$ cat src/rtl/fixedp_mac_pipe.sv
`default_nettype none
// ============================================================================
//  Module   : fixedp_mac_pipe
//  Purpose  : Pipelined sign-magnitude fixed-point multiply-accumulate.
//             Operand pairs stream in over a valid/ready handshake. Each
//             group of products, terminated by in_last, is summed in a
//             two's-complement accumulator with guard bits. One saturated
//             sign-magnitude result is emitted per group, together with a
//             flag that reports whether any saturation happened in the group.
//
//  Pipeline : S1 multiply (|a|*|b|, Q slice, product saturation)
//             S2 accumulate (clamped add; on the last beat, convert to
//                sign-magnitude and register the result)
//             The result is valid 2 cycles after the in_last beat is accepted.
//
//  Parameters
//    N          total word width (bit N-1 = sign, N-2:0 = magnitude)
//    Q          fractional bits, 1 <= Q <= N-2
//    ACC_GUARD  extra integer bits in the internal accumulator
//
//  Ports
//    clk        in   1   clock, rising edge
//    rst        in   1   asynchronous reset, active high
//    in_valid   in   1   operand pair valid
//    in_ready   out  1   operand pair accepted this cycle
//    in_a       in   N   operand A, sign-magnitude Q format
//    in_b       in   N   operand B, sign-magnitude Q format
//    in_last    in   1   final pair of the current group
//    out_valid  out  1   result valid
//    out_ready  in   1   downstream accepts the result
//    out_sum    out  N   group sum, sign-magnitude Q format
//    out_sat    out  1   saturation occurred somewhere in this group
//
//  Build option
//    FIXEDP_MAC_ROUND_EN  defined: round the product magnitude half up
//                         before the Q slice. Undefined: truncate.
//
//  Revision : 1.0  initial release
// ============================================================================
module fixedp_mac_pipe #(
    parameter int N         = 32,
    parameter int Q         = 15,
    parameter int ACC_GUARD = 8
) (
    input  logic         clk,
    input  logic         rst,
    input  logic         in_valid,
    output logic         in_ready,
    input  logic [N-1:0] in_a,
    input  logic [N-1:0] in_b,
    input  logic         in_last,
    output logic         out_valid,
    input  logic         out_ready,
    output logic [N-1:0] out_sum,
    output logic         out_sat
);

    localparam int AW = N + ACC_GUARD;   // accumulator width
    localparam int MW = 2 * N - 2;       // full product magnitude width

    // Accumulator clamp limits; symmetric so that negation never overflows.
    localparam logic [AW-1:0] c_acc_pos = {1'b0, {(AW-1){1'b1}}};
    localparam logic [AW-1:0] c_acc_neg = {1'b1, {(AW-2){1'b0}}, 1'b1};

    // ------------------------------------------------------------------
    // Flow control: the whole pipeline advances unless a result is held.
    // ------------------------------------------------------------------
    logic w_adv;
    assign w_adv    = ~(out_valid & ~out_ready);
    assign in_ready = w_adv;

    // ------------------------------------------------------------------
    // S1 combinational: magnitude product, Q slice, product saturation
    // ------------------------------------------------------------------
    logic [MW-1:0]  w_mag;
    logic [MW-1:0]  w_mag_r;
    logic           w_ovf;
    logic [N-2:0]   w_p;
    logic           w_sign;
    logic [Q-1:0]   w_unused_lsbs;

    assign w_mag = {{(N-1){1'b0}}, in_a[N-2:0]} * {{(N-1){1'b0}}, in_b[N-2:0]};

`ifdef FIXEDP_MAC_ROUND_EN
    // Half-LSB added on the magnitude, so rounding is symmetric about zero.
    // The sum cannot overflow MW bits because Q <= N-2.
    localparam logic [MW-1:0] c_round = {{(MW-1){1'b0}}, 1'b1} << (Q - 1);
    assign w_mag_r = w_mag + c_round;
`else
    assign w_mag_r = w_mag;
`endif

    assign w_unused_lsbs = w_mag_r[Q-1:0];
    assign w_ovf         = |w_mag_r[MW-1:N-1+Q];
    assign w_p           = w_ovf ? {(N-1){1'b1}} : w_mag_r[N-2+Q:Q];
    // A zero magnitude is always carried as +0.
    assign w_sign        = (in_a[N-1] ^ in_b[N-1]) & (w_p != '0);

    // ------------------------------------------------------------------
    // S1 registers
    // ------------------------------------------------------------------
    logic           r_s1_valid;
    logic           r_s1_last;
    logic           r_s1_sign;
    logic [N-2:0]   r_s1_mag;
    logic           r_s1_flag;

    // ------------------------------------------------------------------
    // S2 combinational: clamped accumulate and sign-magnitude conversion
    // ------------------------------------------------------------------
    logic [AW-1:0]  r_acc;
    logic           r_grp_flag;
    logic           r_out_valid;
    logic [N-1:0]   r_out_sum;
    logic           r_out_sat;

    logic [AW:0]    w_p_ext;
    logic [AW:0]    w_p_signed;
    logic [AW:0]    w_acc_ext;
    logic [AW:0]    w_sum;
    logic           w_acc_hi;
    logic           w_acc_lo;
    logic [AW-1:0]  w_acc_next;
    logic           w_beat_flag;
    logic           w_res_neg;
    logic [AW-1:0]  w_res_abs;
    logic           w_res_big;
    logic [N-2:0]   w_res_mag;
    logic           w_res_sign;
    logic           w_grp_sat;
    logic           w_emit;

    // One extra bit of headroom: |p| < 2^(N-1) so the add never wraps here.
    assign w_p_ext    = {{(ACC_GUARD+2){1'b0}}, r_s1_mag};
    assign w_p_signed = r_s1_sign ? (~w_p_ext + 1'b1) : w_p_ext;
    assign w_acc_ext  = {r_acc[AW-1], r_acc};
    assign w_sum      = w_acc_ext + w_p_signed;

    assign w_acc_hi   = $signed(w_sum) > $signed({c_acc_pos[AW-1], c_acc_pos});
    assign w_acc_lo   = $signed(w_sum) < $signed({c_acc_neg[AW-1], c_acc_neg});
    assign w_acc_next = w_acc_hi ? c_acc_pos :
                        w_acc_lo ? c_acc_neg : w_sum[AW-1:0];

    assign w_beat_flag = r_s1_flag | w_acc_hi | w_acc_lo;

    // The clamp keeps the accumulator away from -2^(AW-1), so the
    // two's-complement negation below is always exact.
    assign w_res_neg  = w_acc_next[AW-1];
    assign w_res_abs  = w_res_neg ? (~w_acc_next + 1'b1) : w_acc_next;
    assign w_res_big  = |w_res_abs[AW-1:N-1];
    assign w_res_mag  = w_res_big ? {(N-1){1'b1}} : w_res_abs[N-2:0];
    assign w_res_sign = w_res_neg & (w_res_mag != '0);

    assign w_grp_sat  = r_grp_flag | w_beat_flag | w_res_big;
    assign w_emit     = r_s1_valid & r_s1_last;

    // ------------------------------------------------------------------
    // Sequential state. Everything updates only when the pipeline advances,
    // which keeps out_sum/out_sat stable while a result is held.
    // ------------------------------------------------------------------
    always_ff @(posedge clk or posedge rst) begin
        if (rst) begin
            r_s1_valid  <= 1'b0;
            r_s1_last   <= 1'b0;
            r_s1_sign   <= 1'b0;
            r_s1_mag    <= '0;
            r_s1_flag   <= 1'b0;
            r_acc       <= '0;
            r_grp_flag  <= 1'b0;
            r_out_valid <= 1'b0;
            r_out_sum   <= '0;
            r_out_sat   <= 1'b0;
        end else if (w_adv) begin
            r_s1_valid <= in_valid;
            if (in_valid) begin
                r_s1_last <= in_last;
                r_s1_sign <= w_sign;
                r_s1_mag  <= w_p;
                r_s1_flag <= w_ovf;
            end

            // When advancing, any previous result is either absent or being
            // taken this cycle, so a new result simply replaces it.
            r_out_valid <= w_emit;

            if (r_s1_valid) begin
                if (r_s1_last) begin
                    r_out_sum  <= {w_res_sign, w_res_mag};
                    r_out_sat  <= w_grp_sat;
                    // Clearing here makes the next beat the start of a new group.
                    r_acc      <= '0;
                    r_grp_flag <= 1'b0;
                end else begin
                    r_acc      <= w_acc_next;
                    r_grp_flag <= r_grp_flag | w_beat_flag;
                end
            end
        end
    end

    assign out_valid = r_out_valid;
    assign out_sum   = r_out_sum;
    assign out_sat   = r_out_sat;

endmodule
`default_nettype wire

$ cat config.mk
export PLATFORM = sky130hd
export DESIGN_NAME = fixedp_mac_pipe
export DESIGN_NICKNAME = d
export VERILOG_FILES = /design/src/rtl/fixedp_mac_pipe.sv
export SDC_FILE = /design/constraint.sdc
export NUM_CORES = 2
export LEC_CHECK = 0
export BUFFER_PORTS_ARGS = -buffer_cell sky130_fd_sc_hd__clkbuf_2
export CAP_MARGIN = 20
export CORE_ASPECT_RATIO = 1.25
export CORE_MARGIN = 3
export CORE_UTILIZATION = 65
export CTS_CLUSTER_DIAMETER = 80
export DETAILED_ROUTE_END_ITERATION = 8
export PLACE_DENSITY = 0.82
export SYNTH_ARGS = -nofsm -noshare
export SYNTH_HDL_FRONTEND = slang
export SYNTH_SLANG_ARGS = --single-unit
$ cat constraint.sdc
create_clock -name clk -period 18.5 [get_ports clk]
set_input_delay 0.925 -clock clk [delete_from_list [all_inputs] [get_ports clk]]
set_output_delay 0.925 -clock clk [all_outputs]
set_load 0.03 [all_outputs]
==> metrics.cfg <==
[run_status]
run_status = finished, final reports clean

[placed_design]
place_congestion = 1.01
hpwlAfterDp_um = 90600
io_buffers = 103

[timing]
finalMaxSlewViolations = 0
setup_viol = 0
setup_tns_ns = 0
rsz0062_at_grt = no
worstMarginPinSlew_ns = 1.06
min_period_over_period_pct = 53.1
max_clock_freq_mhz = 102
finalHoldViolations = 0
relSlewSlack_pct = 29.3
fin_skew_ns = 0.0136
fin_crit_ns = 9.82

[routing]
route.detailed.drc = 0
wl_per_cell_um = 21.2
wl_met3_um = 8590
wl_met1_um = 39700
drt_pre_antenna_iters = 6
ant_nets = 0
viasPerCell = 6.21
num_vias = 33900
totalWireLength_um = 116000
initialDrtViolationCount = 2918
topRoutingLayerUsed = met4
met2_length_um = 57500

[logic_synthesis]
ys.flop_type = dfrtp_1
syn_avg_cell_area_um2 = 8.55
synthArstFlopShare_pct = 100
synth_top_area_share_pct = 41.2
synth_mux_area_share_pct = 0.179
synth_edf_count = 0
synth_top_area_cell = fa_1
synth_nets = 5954
yosys.area_share.simple_pct = 19.0
synth_compound_area_share_pct = 10.4
synth.distinct_cells = 99
synth_top_family_by_area = adder cells
synthAdderAreaFrac_pct = 50.4
synth_area_leaders = fa_1, ha_1, inv_1, dfrtp_1, nand2_1
ys_seq_area_share_pct = 6.77
yosysMostFrequentCell = inv_1
synth_warnings = 0
synth_cells = 4752
ys_top_cells_by_count = inv_1, fa_1, nand2_1
synth-xor-area-share_pct = 2.11
syn_area_um2 = 40600
ys_seq_elements = 110

[critical_path]
criticalPathCategory = input port to flop
slowest_stage = clkbuf_2
cp-start-kind = input port
cp.required_ns = 18.74
r2r_cells = 30
cp_common_cell = fa_1
slowest_delay_ns = 0.61
crit_arrival_ns = 10.06
cp-end-kind = flop
crit_fanout = 32

[run]
cap_violations = 0

[global_route]
grt_max_degree = 64
grt_pass1_vias = 36100
grt_overflow = 0
grt_antenna_before_repair = 2
grt_pass1_wl_um = 188000
track_usage_pct = 36.2

[layout]
area_delta_synth_final_pct = 2.69
final_nets = 5831
drive_gt1_share_pct = 4.40
final_core_util_pct = 68.1

[clock_tree]
root_buffer = clkbuf_16
clk_pin_slew_worst_paths_ns = 0.09
cts_buffer_depth = 2
htreeDepth = 3
cts_tree = done
numCtsBuffers = 9
cts_setup_buffers = 0
clk_latency_ns = 0.38
hold_buffers = 0
cts_sinks = 110
ctsResizeCount = 0

[floorplan]
dieHeight_um = 286
die-width_um = 230
start_util_pct = 66.3
row_count = 101
core-area_um2 = 61300
fp.dieArea_um2 = 65600
io_pins = 104

[min_path]
min_path_type = flop to flop
hold_path_depth = 1

==> per-stage QoR <==
| stage | setup WS [ns] | instances | area [um2] | hold WS, ns |
|---|---|---|---|---|
| 2_1_floorplan | 9.63 | 4752 | 40600 | 0.454 |
| 3_3_place_gp | 8.48 | 5441 | 41400 | 0.473 |
| 3_5_place_dp | 8.39 | 5441 | 41400 | 0.485 |
| 4_1_cts | 8.77 | 5457 | 41700 | 0.504 |
| 5_1_grt | 8.14 | 5460 | 41700 | 0.518 |
| 6_report | 8.68 | 5462 | 41700 | 0.503 |
==> layer usage <==
layer / global-route usage [%] / up-vias
met3: 4.66 / 551
met4: 25.6 / 0
met5: 0 / -
li1: - / 14500
met1: 42.2 / 17000
met2: 62.0 / 1842
==> cells in the final DEF (no fill, tap or decap), drive strengths merged, types with 25 or more instances in the layout <==
master  synthesis  routed
inv           923     927
fa            837     837
nand2         724     724
and2          420     420
ha            296     296
nor2          168     168
a21oi         152     152
o21ai         115     115
clkbuf        255     113
dfrtp         110     110
xnor2          71      71
a21o           55      55
nand3          51      51
nor3           44      44
nand4          43      43
a31oi          38      38
buf            18      35
o211ai         27      27
and3           26      26
xor2           26      26
a22o           25      25
==> worst max-delay path, delay by kind of cell <==
kind            cells  cell delay, ns
buf+inv             7            1.23
compound gates      8            2.06
fa+ha+maj           9            3.98
simple gates        7            1.83
==> sequential cells by signal, indices dropped and copies added, names as in the netlist <==
name,cells
out_sum,32
r_s1_valid,1
out_valid,1
r_s1_flag,1
r_acc,40
r_s1_mag,31
out_sat,1
r_grp_flag,1
r_s1_sign,1
r_s1_last,1
==> worst paths after layout <==
| path | to | slack [ns] | startpoint |
|---|---|---|---|
| min in group asynchronous | out_sum[9]$_DFFE_PP0P_ | 0.68 | rst |
| max | r_s1_mag[2]$_DFFE_PP0P_ | 8.68 | in_b[4] |
| max reg2reg | out_sat$_DFFE_PP0P_ | 8.96 | r_s1_mag[2]$_DFFE_PP0P_ |
| min reg2reg | out_sum[5]$_DFFE_PP0P_ | 0.50 | out_sum[5]$_DFFE_PP0P_ |
| min | out_sum[5]$_DFFE_PP0P_ | 0.50 | out_sum[5]$_DFFE_PP0P_ |
| max in group asynchronous | r_acc[22]$_DFFE_PP0P_ | 16.67 | rst |
==> logic make-up after synthesis <==
family,count (synthesis)
and+or+nand+nor,1588
xor gates and xnor gates,97
muxes,7
adders and majority gates,1134
DFF,110
AOI/OAI and AO/OA,620
buffers and inverters,1196
==> layout make-up <==
| class | count | area [um2] |
|---|---|---|
| clock inverter | 7 | 93.8 |
| antenna | 4 | 10.0 |
| multi-input combinational | 3446 | 33400 |
| fill | 4964 | 19600 |
| tap | 824 | 1030 |
| clock buffer | 9 | 225 |
| inverter | 923 | 3470 |
| sequential | 110 | 2750 |
| timing repair buffer | 139 | 783 |
Power is not shown: default switching activity piles up to over one toggle a cycle in this logic, so the estimate is an artifact.
